==> config.mk <==
export PLATFORM = sky130hd
export DESIGN_NAME = prog_loader
export DESIGN_NICKNAME = d
export VERILOG_FILES = /design/src/rtl/loader_pkg.sv /design/src/rtl/byte_packer.sv /design/src/rtl/prog_loader.sv
export SDC_FILE = /design/constraint.sdc
export NUM_CORES = 1
export LEC_CHECK = 0
export ABC_AREA = 1
export ABC_CLOCK_PERIOD_IN_PS = 1800
export BUFFER_PORTS_ARGS = -buffer_cell sky130_fd_sc_hd__buf_2
export CORE_UTILIZATION = 52
export DETAILED_ROUTE_END_ITERATION = 10
export PLACE_DENSITY_LB_ADDON = 0.2
export REMOVE_ABC_BUFFERS = 1
export SLEW_MARGIN = 0
export SYNTH_ARGS = -nofsm -noshare
export SYNTH_HDL_FRONTEND = slang
export SYNTH_SLANG_ARGS = --single-unit
==> constraint.sdc <==
create_clock -name reloj -period 1.8 [get_ports reloj]
set_clock_uncertainty 0.15 [all_clocks]
set_input_delay 0.27 -clock reloj [delete_from_list [all_inputs] [get_ports reloj]]
set_output_delay 0.27 -clock reloj [all_outputs]
set_load 0.01 [all_outputs]
==> src/rtl/loader_pkg.sv <==
// Shared definitions for the program loader: sync byte, FSM states and error codes.
package loader_pkg;

  localparam logic [7:0] SYNC_BYTE = 8'hA5;

  typedef enum logic [2:0] {
    IDLE,
    LEN_HI,
    LEN_LO,
    DATA,
    WRITE,
    CSUM,
    RUN,
    ERROR
  } state_t;

  typedef enum logic [1:0] {
    ERR_NONE = 2'd0,
    ERR_LEN  = 2'd1,
    ERR_CSUM = 2'd2,
    ERR_TMO  = 2'd3
  } err_t;

endpackage

==> src/rtl/byte_packer.sv <==
// Big-endian byte-to-word packer: first byte loaded ends up in bits [31:24].
module byte_packer (
  input  logic        clk,
  input  logic        reset,
  input  logic        clear,
  input  logic        load,
  input  logic [7:0]  din,
  output logic [31:0] word,
  output logic        word_done
);

  logic [1:0] cnt;

  // word_done flags the load that completes a word; the full word is visible next cycle
  assign word_done = load && (cnt == 2'd3);

  always_ff @(posedge clk) begin
    if (reset || clear) begin
      word <= '0;
      cnt  <= '0;
    end else if (load) begin
      word <= {word[23:0], din};
      cnt  <= cnt + 2'd1;
    end
  end

endmodule

==> src/rtl/prog_loader.sv <==
// Framed byte-stream loader: packs payload into instruction memory and releases the core on a good checksum.
module prog_loader
  import loader_pkg::*;
#(
  parameter int unsigned IMEM_WORDS  = 128,
  parameter int unsigned TIMEOUT_CYC = 1000000
) (
  input  logic        reloj,
  input  logic        reset,
  input  logic [7:0]  rx_data,
  input  logic        rx_valid,
  output logic        rx_ready,
  output logic        im_we,
  output logic [31:0] im_addr,
  output logic [31:0] im_wdata,
  output logic        run,
  output logic        busy,
  output logic [1:0]  err,
  output logic [15:0] words_loaded
);

  localparam logic [31:0] TMO_LAST = 32'(TIMEOUT_CYC - 1);
  localparam logic [15:0] LEN_MAX  = 16'(IMEM_WORDS);

  state_t      state;
  err_t        err_q;
  logic        run_q;
  logic [7:0]  len_hi;
  logic [15:0] len;
  logic [15:0] len_rx;
  logic [7:0]  csum;
  logic [31:0] tmo_cnt;
  logic        accept;
  logic        is_sync;
  logic        counting;
  logic        tmo_hit;
  logic        word_done;
  logic [31:0] word;

  assign accept   = rx_valid && rx_ready;
  assign is_sync  = (rx_data == SYNC_BYTE);
  assign len_rx   = {len_hi, rx_data};
  assign counting = state inside {LEN_HI, LEN_LO, DATA, CSUM};
  assign tmo_hit  = counting && (tmo_cnt == TMO_LAST);

  // A reload sync byte must drop run combinationally in its own handshake cycle
  assign run          = run_q && !(state == RUN && accept && is_sync);
  assign busy         = state inside {LEN_HI, LEN_LO, DATA, WRITE, CSUM};
  assign err          = err_q;
  assign im_wdata     = word;

  byte_packer u_packer (
    .clk       (reloj),
    .reset     (reset),
    .clear     (accept && state == LEN_LO),
    .load      (accept && state == DATA),
    .din       (rx_data),
    .word      (word),
    .word_done (word_done)
  );

  always_ff @(posedge reloj) begin
    if (reset) begin
      state        <= IDLE;
      err_q        <= ERR_NONE;
      run_q        <= 1'b0;
      rx_ready     <= 1'b0;
      im_we        <= 1'b0;
      im_addr      <= '0;
      words_loaded <= '0;
      len_hi       <= '0;
      len          <= '0;
      csum         <= '0;
      tmo_cnt      <= '0;
    end else begin
      rx_ready <= 1'b1;
      im_we    <= 1'b0;

      if (accept || !counting) tmo_cnt <= '0;
      else                     tmo_cnt <= tmo_cnt + 32'd1;

      if (tmo_hit && !accept) begin
        err_q <= ERR_TMO;
        state <= ERROR;
      end else begin
        case (state)
          IDLE: if (accept && is_sync) state <= LEN_HI;
          LEN_HI: begin
            if (accept) begin
              len_hi <= rx_data;
              state  <= LEN_LO;
            end
          end
          LEN_LO: begin
            if (accept) begin
              len          <= len_rx;
              csum         <= '0;
              words_loaded <= '0;
              if (len_rx > LEN_MAX) begin
                err_q <= ERR_LEN;
                state <= ERROR;
              end else if (len_rx == '0) begin
                state <= CSUM;
              end else begin
                state <= DATA;
              end
            end
          end
          DATA: begin
            if (accept) begin
              csum <= csum ^ rx_data;
              // Stall intake for the single WRITE cycle that follows a completed word
              if (word_done) begin
                state    <= WRITE;
                rx_ready <= 1'b0;
                im_we    <= 1'b1;
                im_addr  <= {14'b0, words_loaded, 2'b00};
              end
            end
          end
          WRITE: begin
            words_loaded <= words_loaded + 16'd1;
            state        <= (words_loaded + 16'd1 == len) ? CSUM : DATA;
          end
          CSUM: begin
            if (accept) begin
              if (rx_data == csum) begin
                run_q <= 1'b1;
                state <= RUN;
              end else begin
                err_q <= ERR_CSUM;
                state <= ERROR;
              end
            end
          end
          RUN: begin
            if (accept && is_sync) begin
              run_q        <= 1'b0;
              words_loaded <= '0;
              err_q        <= ERR_NONE;
              state        <= LEN_HI;
            end
          end
          ERROR: begin
            if (accept && is_sync) begin
              err_q <= ERR_NONE;
              state <= LEN_HI;
            end
          end
          default: state <= IDLE;
        endcase
      end
    end
  end

endmodule

==> results.json <==
{
  "critPathLaunchType": "flip-flop",
  "yosysUniqueCellTypes": 42,
  "max_stage_delay_ps": 400,
  "ant_nets": 0,
  "dp_hpwl_mm": 12.5,
  "hold_depth": 4,
  "syn_area_per_cell_um2": 7.00,
  "reg2reg_slack_ps": -350,
  "final_cell_mix": "nand2_1 (214), buf_4 (156), dfxtp_1 (125)",
  "layout-drive-gt1-share_pct": 34.0,
  "grtUsageTotal_pct": 29.4,
  "timing.rr.end": "tmo_cnt[24]$_SDFF_PP0_",
  "combPwrFrac_pct": 17.2,
  "end_kind": "flip-flop",
  "htreeDepth": 4,
  "start_util_pct": 54.0,
  "async_flop_share_pct": 0,
  "numPortBuffers": 80,
  "crit_fanout": 4,
  "critical_path.most_common_cell": "nor2_4",
  "setup_ws_ps": -350,
  "switchingPower_mw": 2.34,
  "clk_latency_ps": 440,
  "internal-power_mw": 5.94,
  "fin_nets": 1194,
  "final_common_cell": "nand2_1",
  "cts_tree": "yes",
  "rows": 40,
  "hold_viol_final": 0,
  "diodes": 0,
  "final_area_um2": 9460,
  "cts_buffers": 17,
  "multiInputGateArea_um2": 3730,
  "regArea_um2": 2780,
  "p_per_area_nw_per_um2": 875,
  "place.gp.congestion": 0.884,
  "routedWlPerCell_um": 14.9,
  "worst-endpoint-required_ps": 1980,
  "r2r_cells": 14,
  "grt-ovfl-total": 0,
  "crit_chain": "nand2_1 -> nor2_1 -> nand4_1 -> buf_4 -> inv_4 -> nand2_4 -> nor2_4 -> nand2_2 -> nor2_4 -> nand3_4 -> nor2_4 -> nand3_1 -> nand2_1 -> a21oi_1",
  "drtIter0Drc": 547,
  "min_from": "rx_data[0]",
  "critPathArrivalTime_ps": 2330,
  "hold_end": "len[0]$_SDFFE_PP0P_",
  "antenna_found_initial": 0,
  "die_x_um": 115,
  "hp-class": "in2reg",
  "clockBufferDepth": 2,
  "area_delta_synth_final_pct": 43.4,
  "cp_num_buf_inv": 2,
  "p_leak_nw": 3.97,
  "setup_viol_count_final": 25,
  "timing.hold.ws_ps": 53.9,
  "grt_pass1_vias": 6588,
  "synth_area_um2": 6600,
  "rsz0062_at_grt": "yes",
  "routed_wl_mm": 20.2,
  "finalCriticalPeriod_ps": 2150,
  "synth_edf_count": 0,
  "crit_family": "simple AND/OR/NAND/NOR gates",
  "p_seq_share_pct": 39.8,
  "status": "complete, but fails checks",
  "violations": "setup timing",
  "grt_first_pass_wirelength_mm": 30.3,
  "grt_max_degree": 38,
  "period_share_pct": 119,
  "drcViolationCount": 0,
  "ctsRootBufferMaster": "clkbuf_16",
  "crit_slowest_cell": "dfxtp_1",
  "fmax_ghz": 0.465,
  "vias": 7170,
  "clockPowerShare_pct": 43.0,
  "core-area_um2": 12200,
  "path_clk_slew_ps": 60,
  "drtPass1Iterations": 8,
  "place_area_um2": 8070,
  "ys_ff_latch": 138,
  "pin_count": 97,
  "ys_seq_area_share_pct": 41.9,
  "synth_warnings": 0,
  "post-route-util_pct": 77.4,
  "synth_ff_type": "dfxtp_1",
  "drv_cap": 0,
  "die_y_um": 115,
  "die_area_um2": 13100,
  "viasPerCell": 5.27,
  "vdd_ir_drop_max_v": 0.00108,
  "cts.sinks": 138,
  "critical_path_class": "reg2reg",
  "drv_slew": 0,
  "synthCells": 942,
  "fill_cells": 905,
  "swShare_pct": 28.3,
  "rr_startpoint": "tmo_cnt[4]$_SDFF_PP0_"
}
[registers in the layout, summed over array words and instances, names as in the netlist]
register,count
run_q,1
u_packer.cnt,2
im_addr,16
len_hi,8
words_loaded,16
csum,8
err,2
len,16
u_packer.word,32
tmo_cnt,32
rx_ready,1
state,3
im_we,1
[kinds of logic after synthesis]
group | synth area share (%)
simple gates | 33.1
compound gates | 13.0
flops | 41.9
buf+inv | 8.80
xor+xnor | 2.56
fa+ha+maj | 0.569
other cells | 0.0568
[metrics by stage]
stage | setup WS [ps] | TNS, ps | instances | power, mW
final | -350 | -4070 | 1361 | 8.28
after global routing | -461 | -6620 | 1361 | 8.57
after CTS | -152 | -1540 | 1347 | 8.11
after detailed placement | -324 | -6960 | 1292 | 4.52
after global placement | -257 | -5740 | 1292 | 4.51
after floorplan | -1280 | -68460 | 905 | 3.93
[cell type report]
type / instances / share of cell area, %
multi-input cells: 684 / 39.4
flip-flops and latches: 138 / 29.4
repair buffers: 256 / 19.3
clock buffers: 20 / 4.83
inverters: 83 / 3.36
well taps: 168 / 2.22
clock inverters: 12 / 1.47
[routing by layer]
layer  up-vias  wire length (um)  part of all wire (%)  global-route usage, %
met5         -                 0                     0                      0
met4         0               452                   2.2                   10.4
met3        43              1150                   5.7                   7.09
met2       267             10400                    51                   52.4
met1      3321              8280                    41                   34.3
li1       3539                 -                     -                      -
[cell usage after synthesis (all sizes together), types with 3 or more instances]
library cell | count | area [um^2]
a211oi | 5 | 37.5
a21oi | 114 | 571
buf | 31 | 190
clkbuf | 21 | 78.8
dfxtp | 138 | 2760
ha | 3 | 37.5
inv | 83 | 312
nand2 | 237 | 910
nand3 | 84 | 433
nand3b | 6 | 45.0
nand4 | 17 | 106
nor2 | 99 | 434
nor3 | 15 | 86.3
nor4 | 12 | 81.3
o21ai | 38 | 190
or2 | 8 | 50.1
xor2 | 12 | 105
[tightest hold or removal path, stage by stage]
cell	delay [ps]
buf_2	120
buf_4	100
nand3_1	60
o21ai_0	60
[power groups by stage]
stage | clock (mW) | combinational [mW] | sequential (mW)
after floorplan | 0 | 0.601 | 3.33
after global placement | 0 | 1.17 | 3.33
after detailed placement | 0 | 1.18 | 3.33
after CTS | 3.57 | 1.26 | 3.28
after global routing | 3.71 | 1.55 | 3.30
final | 3.56 | 1.43 | 3.29
[timing repair]
| item | 4_1_cts | 5_1_grt |
|---|---|---|
| endpoints found under the hold margin | 3 | 0 |
| pin swaps | 34 | 44 |
| resized for setup | 77 | 71 |
| hold buffers | 2 | 0 |
| endpoints found under the setup margin | 95 | 97 |
| buffers inserted | 21 | 20 |
[worst max path at each step]
stage,cells past startpoint,from,to
2_1_floorplan,7,state[1]$_SDFFE_PP0P_,state[0]$_SDFFE_PP0P_
3_3_place_gp,14,tmo_cnt[0]$_SDFF_PP0_,tmo_cnt[24]$_SDFF_PP0_
3_5_place_dp,14,tmo_cnt[0]$_SDFF_PP0_,tmo_cnt[24]$_SDFF_PP0_
4_1_cts,15,words_loaded[1]$_SDFFE_PP0P_,state[1]$_SDFFE_PP0P_
5_1_grt,15,tmo_cnt[1]$_SDFF_PP0_,tmo_cnt[24]$_SDFF_PP0_
6_report,14,tmo_cnt[4]$_SDFF_PP0_,tmo_cnt[24]$_SDFF_PP0_
No activity file was read; power rests on OpenSTA's default activity.
